**config.mk**
```make
export PLATFORM = sky130hd
export DESIGN_NAME = tx_arbiter_flat
export DESIGN_NICKNAME = d
export VERILOG_FILES = /design/src/rtl/tx_arbiter_if.sv /design/src/rtl/tx_arbiter.sv /design/src/flat_wrapper.sv
export SDC_FILE = /design/constraint.sdc
export NUM_CORES = 1
export LEC_CHECK = 0
export ABC_AREA = 1
export BUFFER_PORTS_ARGS = -buffer_cell sky130_fd_sc_hd__buf_2
export CAP_MARGIN = 20
export CORE_MARGIN = 5
export CORE_UTILIZATION = 42
export DETAILED_ROUTE_END_ITERATION = 12
export GPL_TIMING_DRIVEN = 0
export SYNTH_ARGS = -nofsm -noshare
export SYNTH_HDL_FRONTEND = slang
export SYNTH_SLANG_ARGS = --single-unit
```
**constraint.sdc**
```tcl
create_clock -name clk -period 1.9 [get_ports clk]
set_input_delay 0.19 -clock clk [delete_from_list [all_inputs] [get_ports clk]]
set_output_delay 0.19 -clock clk [all_outputs]
set_load 0.05 [all_outputs]
```
**src/rtl/tx_arbiter_if.sv**
```systemverilog
// tx_arbiter_if: byte-stream requesters + uart_tx handshake bundle.
// master: arbiter side (drives req_ready, tx_*, grant_*, frame_abort).
// slave: requesters and uart_tx side (drives req_*, tx_done).
interface tx_arbiter_if #(
  parameter int REQ_COUNT = 4
);
  localparam int IDW = $clog2(REQ_COUNT);

  logic [REQ_COUNT-1:0]   req_valid;
  logic [8*REQ_COUNT-1:0] req_data;
  logic [REQ_COUNT-1:0]   req_last;
  logic [REQ_COUNT-1:0]   req_ready;
  logic                   tx_done;
  logic [7:0]             tx_data;
  logic                   tx_data_ready;
  logic                   grant_valid;
  logic [IDW-1:0]         grant_id;
  logic                   frame_abort;

  modport master (
    input  req_valid,
    input  req_data,
    input  req_last,
    input  tx_done,
    output req_ready,
    output tx_data,
    output tx_data_ready,
    output grant_valid,
    output grant_id,
    output frame_abort
  );

  modport slave (
    output req_valid,
    output req_data,
    output req_last,
    output tx_done,
    input  req_ready,
    input  tx_data,
    input  tx_data_ready,
    input  grant_valid,
    input  grant_id,
    input  frame_abort
  );
endinterface

```
**src/rtl/tx_arbiter.sv**
```systemverilog
// tx_arbiter: frame-locked round-robin arbiter sharing one uart_tx.
// Ports: clk, rst_n (async, active-low), bus (tx_arbiter_if.master):
//   req_valid/req_data/req_last in, req_ready out, tx_done in,
//   tx_data/tx_data_ready out, grant_valid/grant_id/frame_abort out.
module tx_arbiter #(
  parameter int REQ_COUNT   = 4,
  parameter int GAP_TIMEOUT = 255
) (
  input  logic         clk,
  input  logic         rst_n,
  tx_arbiter_if.master bus
);
  localparam int IDW = $clog2(REQ_COUNT);

  typedef logic [IDW-1:0] id_t;

  typedef enum logic [1:0] {
    IDLE,
    GRANT,
    WAIT_LOW,
    WAIT_HIGH
  } state_t;

  localparam logic [15:0] GAP_LAST =
    16'(GAP_TIMEOUT - 1);
  localparam logic [REQ_COUNT-1:0] ONE =
    REQ_COUNT'(1);
  localparam id_t PTR_RST = id_t'(REQ_COUNT - 1);

  state_t               state_q, state_d;
  id_t                  ptr_q, ptr_d;
  id_t                  gid_q, gid_d;
  logic                 gv_q, gv_d;
  logic [15:0]          gap_q, gap_d;
  logic [7:0]           cap_data_q, cap_data_d;
  logic                 cap_last_q, cap_last_d;
  logic [7:0]           txd_q, txd_d;
  logic                 txr_q, txr_d;
  logic [REQ_COUNT-1:0] rdy_q, rdy_d;
  logic                 abort_q, abort_d;

  logic                 pick_hit;
  id_t                  pick_id;
  int                   idx;

  logic                 own_valid;
  logic                 own_last;
  logic [7:0]           own_data;

  assign own_valid = bus.req_valid[gid_q];
  assign own_last  = bus.req_last[gid_q];
  assign own_data  = bus.req_data[{gid_q, 3'b000} +: 8];

  // Scan from the farthest slot back to ptr+1 so the
  // nearest requester after ptr is the last one written.
  always_comb begin
    pick_hit = 1'b0;
    pick_id  = '0;
    idx      = 0;
    for (int k = REQ_COUNT; k >= 1; k--) begin
      idx = (int'(ptr_q) + k) % REQ_COUNT;
      if (bus.req_valid[id_t'(idx)]) begin
        pick_hit = 1'b1;
        pick_id  = id_t'(idx);
      end
    end
  end

  always_comb begin
    state_d    = state_q;
    ptr_d      = ptr_q;
    gid_d      = gid_q;
    gv_d       = gv_q;
    gap_d      = gap_q;
    cap_data_d = cap_data_q;
    cap_last_d = cap_last_q;
    txd_d      = txd_q;
    txr_d      = 1'b0;
    rdy_d      = '0;
    abort_d    = 1'b0;

    unique case (state_q)
      IDLE: begin
        if (pick_hit) begin
          gid_d   = pick_id;
          gv_d    = 1'b1;
          gap_d   = '0;
          state_d = GRANT;
        end
      end

      GRANT: begin
        // A strobe still showing means the byte was taken
        // last cycle: hand it to uart_tx instead of re-accepting.
        if (rdy_q != '0) begin
          txd_d   = cap_data_q;
          txr_d   = 1'b1;
          state_d = WAIT_LOW;
        end else if (own_valid && bus.tx_done) begin
          rdy_d      = ONE << gid_q;
          cap_data_d = own_data;
          cap_last_d = own_last;
          gap_d      = '0;
        end else if (!own_valid) begin
          if (gap_q >= GAP_LAST) begin
            abort_d = 1'b1;
            ptr_d   = gid_q;
            gv_d    = 1'b0;
            gap_d   = '0;
            state_d = IDLE;
          end else begin
            gap_d = gap_q + 16'd1;
          end
        end
      end

      WAIT_LOW: begin
        if (!bus.tx_done) begin
          state_d = WAIT_HIGH;
        end
      end

      WAIT_HIGH: begin
        if (bus.tx_done) begin
          if (cap_last_q) begin
            ptr_d   = gid_q;
            gv_d    = 1'b0;
            state_d = IDLE;
          end else begin
            gap_d   = '0;
            state_d = GRANT;
          end
        end
      end

      default: state_d = IDLE;
    endcase
  end

  always_ff @(posedge clk or negedge rst_n) begin
    if (!rst_n) begin
      state_q    <= IDLE;
      ptr_q      <= PTR_RST;
      gid_q      <= '0;
      gv_q       <= 1'b0;
      gap_q      <= '0;
      cap_data_q <= 8'h00;
      cap_last_q <= 1'b0;
      txd_q      <= 8'hFF;
      txr_q      <= 1'b0;
      rdy_q      <= '0;
      abort_q    <= 1'b0;
    end else begin
      state_q    <= state_d;
      ptr_q      <= ptr_d;
      gid_q      <= gid_d;
      gv_q       <= gv_d;
      gap_q      <= gap_d;
      cap_data_q <= cap_data_d;
      cap_last_q <= cap_last_d;
      txd_q      <= txd_d;
      txr_q      <= txr_d;
      rdy_q      <= rdy_d;
      abort_q    <= abort_d;
    end
  end

  assign bus.req_ready     = rdy_q;
  assign bus.tx_data       = txd_q;
  assign bus.tx_data_ready = txr_q;
  assign bus.grant_valid   = gv_q;
  assign bus.grant_id      = gid_q;
  assign bus.frame_abort   = abort_q;

  a_rdy_onehot: assert property (
    @(posedge clk) disable iff (!rst_n)
    $onehot0(rdy_q)
  );

  a_rdy_owner: assert property (
    @(posedge clk) disable iff (!rst_n)
    (rdy_q != '0) |-> (gv_q && rdy_q == (ONE << gid_q))
  );
endmodule

```
**src/flat_wrapper.sv**
```systemverilog
// flat-port wrapper written by rule: the top's interface ports become plain ports
module tx_arbiter_flat 
#(
  parameter int REQ_COUNT   = 4,
  parameter int GAP_TIMEOUT = 255
)
  (clk, rst_n, bus_req_valid, bus_req_data, bus_req_last, bus_tx_done, bus_req_ready, bus_tx_data, bus_tx_data_ready, bus_grant_valid, bus_grant_id, bus_frame_abort);
  tx_arbiter_if #(.REQ_COUNT(REQ_COUNT)) bus_i ();
  input  logic clk;
  input  logic rst_n;
  input wire logic [$bits(bus_i.req_valid)-1:0] bus_req_valid;
  input wire logic [$bits(bus_i.req_data)-1:0] bus_req_data;
  input wire logic [$bits(bus_i.req_last)-1:0] bus_req_last;
  input wire logic [$bits(bus_i.tx_done)-1:0] bus_tx_done;
  output wire logic [$bits(bus_i.req_ready)-1:0] bus_req_ready;
  output wire logic [$bits(bus_i.tx_data)-1:0] bus_tx_data;
  output wire logic [$bits(bus_i.tx_data_ready)-1:0] bus_tx_data_ready;
  output wire logic [$bits(bus_i.grant_valid)-1:0] bus_grant_valid;
  output wire logic [$bits(bus_i.grant_id)-1:0] bus_grant_id;
  output wire logic [$bits(bus_i.frame_abort)-1:0] bus_frame_abort;
  assign bus_i.req_valid = bus_req_valid;
  assign bus_i.req_data = bus_req_data;
  assign bus_i.req_last = bus_req_last;
  assign bus_i.tx_done = bus_tx_done;
  assign bus_req_ready = bus_i.req_ready;
  assign bus_tx_data = bus_i.tx_data;
  assign bus_tx_data_ready = bus_i.tx_data_ready;
  assign bus_grant_valid = bus_i.grant_valid;
  assign bus_grant_id = bus_i.grant_id;
  assign bus_frame_abort = bus_i.frame_abort;
  tx_arbiter #(.REQ_COUNT(REQ_COUNT), .GAP_TIMEOUT(GAP_TIMEOUT)) u_core (.clk(clk), .rst_n(rst_n), .bus(bus_i));
endmodule
```
Word level (Yosys, flattened, before mapping)
Index checks and enable logic that the tools add are counted.
- memories: 0
- memory bits (read-only): 0
- latch bits: 0
- input port bits: 43
- flip-flop bits (word level): 46
- logic and storage cells: 115
- memory bits (writable): 0
- mux-type cells: 62
- bitwise gates (word level): 1
- div/mod/pow operators: 0
- add/subtract/negate cells: 5
- multipliers: 0
- reduce and logical (&&, ||, !) cells: 12
- $lt $le $gt $ge: 6
- shift operators: 2
- equal/unequal tests: 16
- operator list (operator ; number):
    16-bit 2-to-1 mux ; 7
    16-bit case mux with 3 select lines ; 1
    2-bit 2-to-1 mux ; 17
    32-bit by 6-bit indexed part select with 8-bit output ; 1
    1-bit 2-to-1 mux ; 25
    16-bit by 1-bit adder with 16-bit output (second input constant) ; 1
    16-bit by 8-bit greater-or-equal comparator with 1-bit output (second input constant) ; 1
    2-bit by 3-bit < comparator with 1-bit output (second input constant) ; 5
    1-bit binary-select mux with 2-bit select ; 6
    4-bit 2-to-1 mux ; 3
    2-bit inequality test (second input constant) ; 6
    6-bit AND reduction ; 2
    2-bit case mux with 4 select lines ; 1
    8-bit AND reduction ; 1
    7-bit AND reduction ; 1
    2-bit by 1-bit inequality test with 1-bit output (second input constant) ; 3
    3-bit inequality test (second input constant) ; 2
    2-bit by 1-bit adder with 2-bit output (second input constant) ; 2
    2-bit adder (second input constant) ; 2
    2-bit == test (second input constant) ; 2
    2-bit case mux with 2 select lines ; 1
    2-bit AND reduction ; 2
    4-bit nonzero test ; 1
    1-bit by 2-bit << shifter with 4-bit output (first input constant) ; 1
    other kinds (10) ; 10

Depth between registers and ports, before layout
- depth after elaboration: 9
- depth in mapped cells: 12
- gate-level depth less buffers: 12

Worst setup path before layout
Ideal clock, no wire load.
- kind: flip-flop to flip-flop
- from: reg u_core.gid_q[0] (netlist: u_core.bus.grant_id[0])
- to: reg u_core.gap_q[0]
- required time: 1.783 ns
- arrival: 1.701 ns
- setup slack: 0.082 ns
- stages on the path, launching flop included: 13
- setup time: 0.117 ns
- cell sequence: dfrtp_1 -> buf_2 -> inv_2 -> nand2_1 -> nand2_1 -> nand2_1 -> nand2_1 -> nand3_1 -> nand2_2 -> inv_1 -> nand4_2 -> nand2_1 -> nand2_1
- longest elaborated chain between the ends: 6
- elaborated cells between the ends (all ways): 8
- RTL lines (what ; RTL line ; source):
    start: declaration ; tx_arbiter.sv:32 ; id_t gid_q, gid_d;
    start signal: assignment ; tx_arbiter.sv:156 ; gid_q <= gid_d;
    1-bit binary-select mux with 2-bit select (*) ; tx_arbiter.sv:50 ; assign own_valid = bus.req_valid[gid_q];
    1-bit 2-to-1 mux (not written as such) (*) ; tx_arbiter.sv:50 ;
    1-bit logical AND ; tx_arbiter.sv:99 ; end else if (own_valid && bus.tx_done) begin
    16-bit 2-to-1 mux ; tx_arbiter.sv:99 ;
    16-bit 2-to-1 mux ; tx_arbiter.sv:95 ; if (rdy_q != '0) begin
    16-bit case mux with 3 select lines ; tx_arbiter.sv:82 ; unique case (state_q)
    end signal: assignment ; tx_arbiter.sv:158 ; gap_q <= gap_d;
    end: declaration ; tx_arbiter.sv:34 ; logic [15:0] gap_q, gap_d;
Mark *: on every way between the ends. The rest lies on a longest branch, timed or not. The select of a mux whose other input is x is not followed.
A chain may end at the register's enable or synchronous reset.

Worst setup path in the final report
- from: reg u_core.ptr_q[0]
- to: reg u_core.gap_q[3]
- longest elaborated chain between the ends: 9
- elaborated cells between the ends (all ways): 18
- RTL lines (what ; RTL line ; source):
    start: declaration ; tx_arbiter.sv:31 ; id_t ptr_q, ptr_d;
    start signal: assignment ; tx_arbiter.sv:155 ; ptr_q <= ptr_d;
    2-bit by 1-bit adder with 2-bit output ; tx_arbiter.sv:61 ; idx = (int'(ptr_q) + k) % REQ_COUNT;
    1-bit binary-select mux with 2-bit select ; tx_arbiter.sv:62 ; if (bus.req_valid[id_t'(idx)]) begin
    1-bit 2-to-1 mux (not written as such) ; tx_arbiter.sv:62 ;
    1-bit 2-to-1 mux (3 in series) ; tx_arbiter.sv:62 ;
    1-bit 2-to-1 mux (*) ; tx_arbiter.sv:62 ;
    2-bit by 1-bit inequality test with 1-bit output (no source line) (*) ; -- ;
    6-bit AND reduction (no source line) (*) ; -- ;
Marks and branches as above.

==> Implementation_results.wiki <==
{| class="wikitable"
! Metric !! Value
|-
| Ys flop type || sky130_fd_sc_hd__dfrtp_1
|-
| Critical path, cell by cell || buf_6 > nand2_1 > o21ai_2 > nand2_1 > nor2_4 > nand3_4 > nand3_4 > nor2_8 > buf_4 > nand2_1 > nand2_1
|-
| Worst setup EP type || flip-flop
|-
| Sum of negative setup slack || 0 ns
|-
| HPWL Detailed || 4750 um
|-
| Maximum number of pins on one net before global-route repair || 47
|-
| Pwr/cell area || 1470 nW/um2
|-
| Number of maximum-capacitance violations || 0
|-
| Number of cells produced by synthesis || 360
|-
| Share of the clock period used by the worst path || 0.926
|-
| Transition time at the pin with the least slew margin || 0.604 ns
|-
| Routed wirelength normalized by instance count || 12.5 um
|-
| Gr usage total || 0.174
|-
| Cell area after placement || 3020 um2
|-
| Synth-to-layout area growth || 21.2%
|-
| Clock Tree Buf Depth || 2
|-
| Yosys synthesis warning count || 0
|-
| Number of synthesized register bits || 46
|-
| Sequential cell area fraction in the yosys report || 0.442
|-
| Leading cell type in the layout, fill and taps excluded || sky130_fd_sc_hd__nand2_1
|-
| Delay of the slowest cell on the worst path || 0.56 ns
|-
| Num CTS Buffers || 5
|-
| Global-route congestion overflow total || 0
|-
| Count of vias placed by the detailed router || 2,450
|-
| Post-synth EDFFs || 0
|-
| Asr flop ratio synth || 1.00
|-
| Status || finished clean
|-
| Number of H-tree branching levels || 2
|-
| Fraction of final layout cells sized beyond drive strength 1 || 0.256
|-
| First-pass GRT wire length || 10,900 um
|-
| Number of vias per cell || 4.82
|-
| Worst vdd rail ir drop || 808 uV
|-
| Pins over their slew limit || 0
|-
| Period minus WS final || 1.76 ns
|-
| Critical path start-end classification || reg2reg
|-
| Mean instance size in the synthesized netlist || 7.31 um2
|-
| Cell mode on critical path || sky130_fd_sc_hd__nand2_1
|-
| CTS clk-pin slew, worst paths || 0.10 ns
|-
| CTS sink cnt || 46
|-
| Die area || 7950 um2
|-
| Skew final || 0.0105 ns
|-
| Worst-case headroom to the max-slew limit || 0.596
|-
| Number of nets in the finished design || 477
|-
| Util after Layout || 0.532
|-
| Final weighted congestion in routability-driven placement || 0.865
|-
| Vertical die dimension || 89.2 um
|-
| Highest net fanout along the worst path || 10
|-
| Number of DRC markers in iteration 0 || 120
|-
| Post-synthesis net count || 405
|-
| Element type at the critical path start || flip-flop
|-
| Maximum clock frequency || 569 MHz
|-
| Pre-antenna DRT Iters || 4
|-
| Commonest cells after routing, fill and taps aside || sky130_fd_sc_hd__nand2_1, sky130_fd_sc_hd__buf_2, sky130_fd_sc_hd__dfrtp_1, sky130_fd_sc_hd__nand3_1, sky130_fd_sc_hd__inv_1
|-
| Remaining routing DRC violations || 0
|-
| CTS tree || yes
|-
| Clock insertion delay at the later pin of the skew report || 0.30 ns
|-
| Count of input and output buffers || 59
|-
| Horizontal die dimension || 89.2 um
|-
| Arrival @ worst endpoint || 1.96 ns
|-
| Antenna violations before repair || 0
|-
| IO Pins || 60
|-
| Starting density of the core || 0.439
|-
| Number of library cell types mapped by synthesis || 30
|-
| Floorplan Core Area || 5990 um2
|-
| Path type of the worst min-delay path || in2reg
|-
| Clock tree root driver cell || sky130_fd_sc_hd__clkbuf_8
|-
| Wirelength, routed || 6360 um
|-
| Antenna-violating nets left || 0
|-
| Worst EP required || 2.10 ns
|-
| Final non-filler cell area || 3190 um2
|-
| Setup repair after global routing missed its margin || false
|-
| Cell Area, Synth || 2630 um2
|-
| Hold Vio Cnt, Final || 0
|-
| Number of global-route vias before repair || 2,427
|-
| Leakage power summed over all cells || 1.66 nW
|-
| Count of endpoints failing setup in the final report || 0
|-
| Number of rows in the core area || 28
|-
| Crit path max-delay cell type || sky130_fd_sc_hd__dfstp_2
|-
| Number of antenna repair diodes || 0
|}
## layout make-up
class / count / area, um2
Multi-Input combinational cell: 259 / 1250
Clock buffer: 5 / 68.8
Sequential cell: 46 / 1160
Timing Repair Buffer: 65 / 355
Inverter: 43 / 161
Clock inverter: 3 / 25.0
Fill cell: 621 / 2800
Tap cell: 75 / 93.8
Buffer: 12 / 67.6
## kinds of logic after synthesis
kind of cell,synth area share
simple gates,0.378
buf+inv,0.0870
flops,0.442
compound gates,0.0665
xor+xnor,0.0166
fa+ha+maj,0.00950
## layer usage
| metal | vias to the layer above | wire length (um) | track usage |
|---|---|---|---|
| met3 | 2 | 330 | 0.0452 |
| li1 | 1286 | - | - |
| met2 | 67 | 2920 | 0.275 |
| met1 | 1095 | 3100 | 0.240 |
| met4 | 0 | 19 | 0.0365 |
| met5 | - | 0 | 0 |
## metrics by stage
step                      worst slack [ns]  hold slack [ns]  power, mW  std cells
final                                0.141            0.216       4.68        508
after global routing                0.0106            0.218       5.11        508
after CTS                            0.136            0.104       4.64        502
after detailed placement             0.148            0.436       4.00        494
after global placement               0.154            0.433       3.98        494
after floorplan                     0.0817           -0.106       3.39        360
## path summary, 6_finish.rpt
path	start	endpoint	slack [ns]	cells past startpoint
setup reg to reg	u_core.ptr_q[0]	u_core.gap_q[3]	0.14	11
setup / recovery	u_core.ptr_q[0]	u_core.gap_q[3]	0.14	11
hold / removal	bus_req_data[6]	u_core.cap_data_q[6]	0.22	5
hold reg to reg	u_core.bus.tx_data[4]	u_core.bus.tx_data[4]	0.48	2
min in group asynchronous	rst_n	u_core.gap_q[6]	0.36	2
max in group asynchronous	rst_n	u_core.bus.tx_data[7]	0.94	3
## synth_stat cells (2+ instances only)
library cell,count,share of area
sky130_fd_sc_hd__nor2_2,4,0.0095
sky130_fd_sc_hd__nor4_1,2,0.0048
sky130_fd_sc_hd__ha_1,2,0.0095
sky130_fd_sc_hd__nand4_1,11,0.026
sky130_fd_sc_hd__o21ai_0,13,0.025
sky130_fd_sc_hd__inv_2,9,0.013
sky130_fd_sc_hd__xnor2_1,2,0.0067
sky130_fd_sc_hd__xor2_1,3,0.010
sky130_fd_sc_hd__nand3_4,2,0.013
sky130_fd_sc_hd__o211ai_1,2,0.0057
sky130_fd_sc_hd__nand2_2,3,0.0071
sky130_fd_sc_hd__dfstp_2,10,0.10
sky130_fd_sc_hd__nand3_1,35,0.067
sky130_fd_sc_hd__clkbuf_1,5,0.0071
sky130_fd_sc_hd__nand2_1,122,0.17
sky130_fd_sc_hd__nor3_1,6,0.011
sky130_fd_sc_hd__nor2_8,2,0.015
sky130_fd_sc_hd__o21ai_1,12,0.023
sky130_fd_sc_hd__buf_6,2,0.0086
sky130_fd_sc_hd__buf_2,3,0.0057
sky130_fd_sc_hd__a21oi_1,2,0.0038
sky130_fd_sc_hd__nor2_1,32,0.046
sky130_fd_sc_hd__dfrtp_1,36,0.34
sky130_fd_sc_hd__inv_1,34,0.048
## state kept, by name (all words and copies together), names as in the netlist, 2 cells and up, named ones only
register,cells
u_core.bus.grant_id,2
u_core.bus.req_ready,4
u_core.bus.tx_data,8
u_core.cap_data_q,8
u_core.gap_q,16
u_core.ptr_q,2
## where the power goes
part           switching [mW]  leakage (nW)  total, mW  internal, mW
logic                    1.81          1.03       2.59         0.779
clock network           0.361        0.0447      0.627         0.266
registers               0.165         0.582       1.46          1.30
total                    2.34          1.66       4.68          2.34
## timing repair
action	4_1_cts	5_1_grt
gates resized for setup	0	3
setup endpoints to repair	0	13
buffers inserted	0	4
hold buffers	0	1
endpoints found under the hold margin	0	14
## worst max-delay path, delay by kind of cell (launching register included)
kind            cells  cell delay (ns)
flops               1             0.56
simple gates        8             0.72
buf+inv             2             0.28
compound gates      1             0.08
No activity file was read; power rests on OpenSTA's default activity.
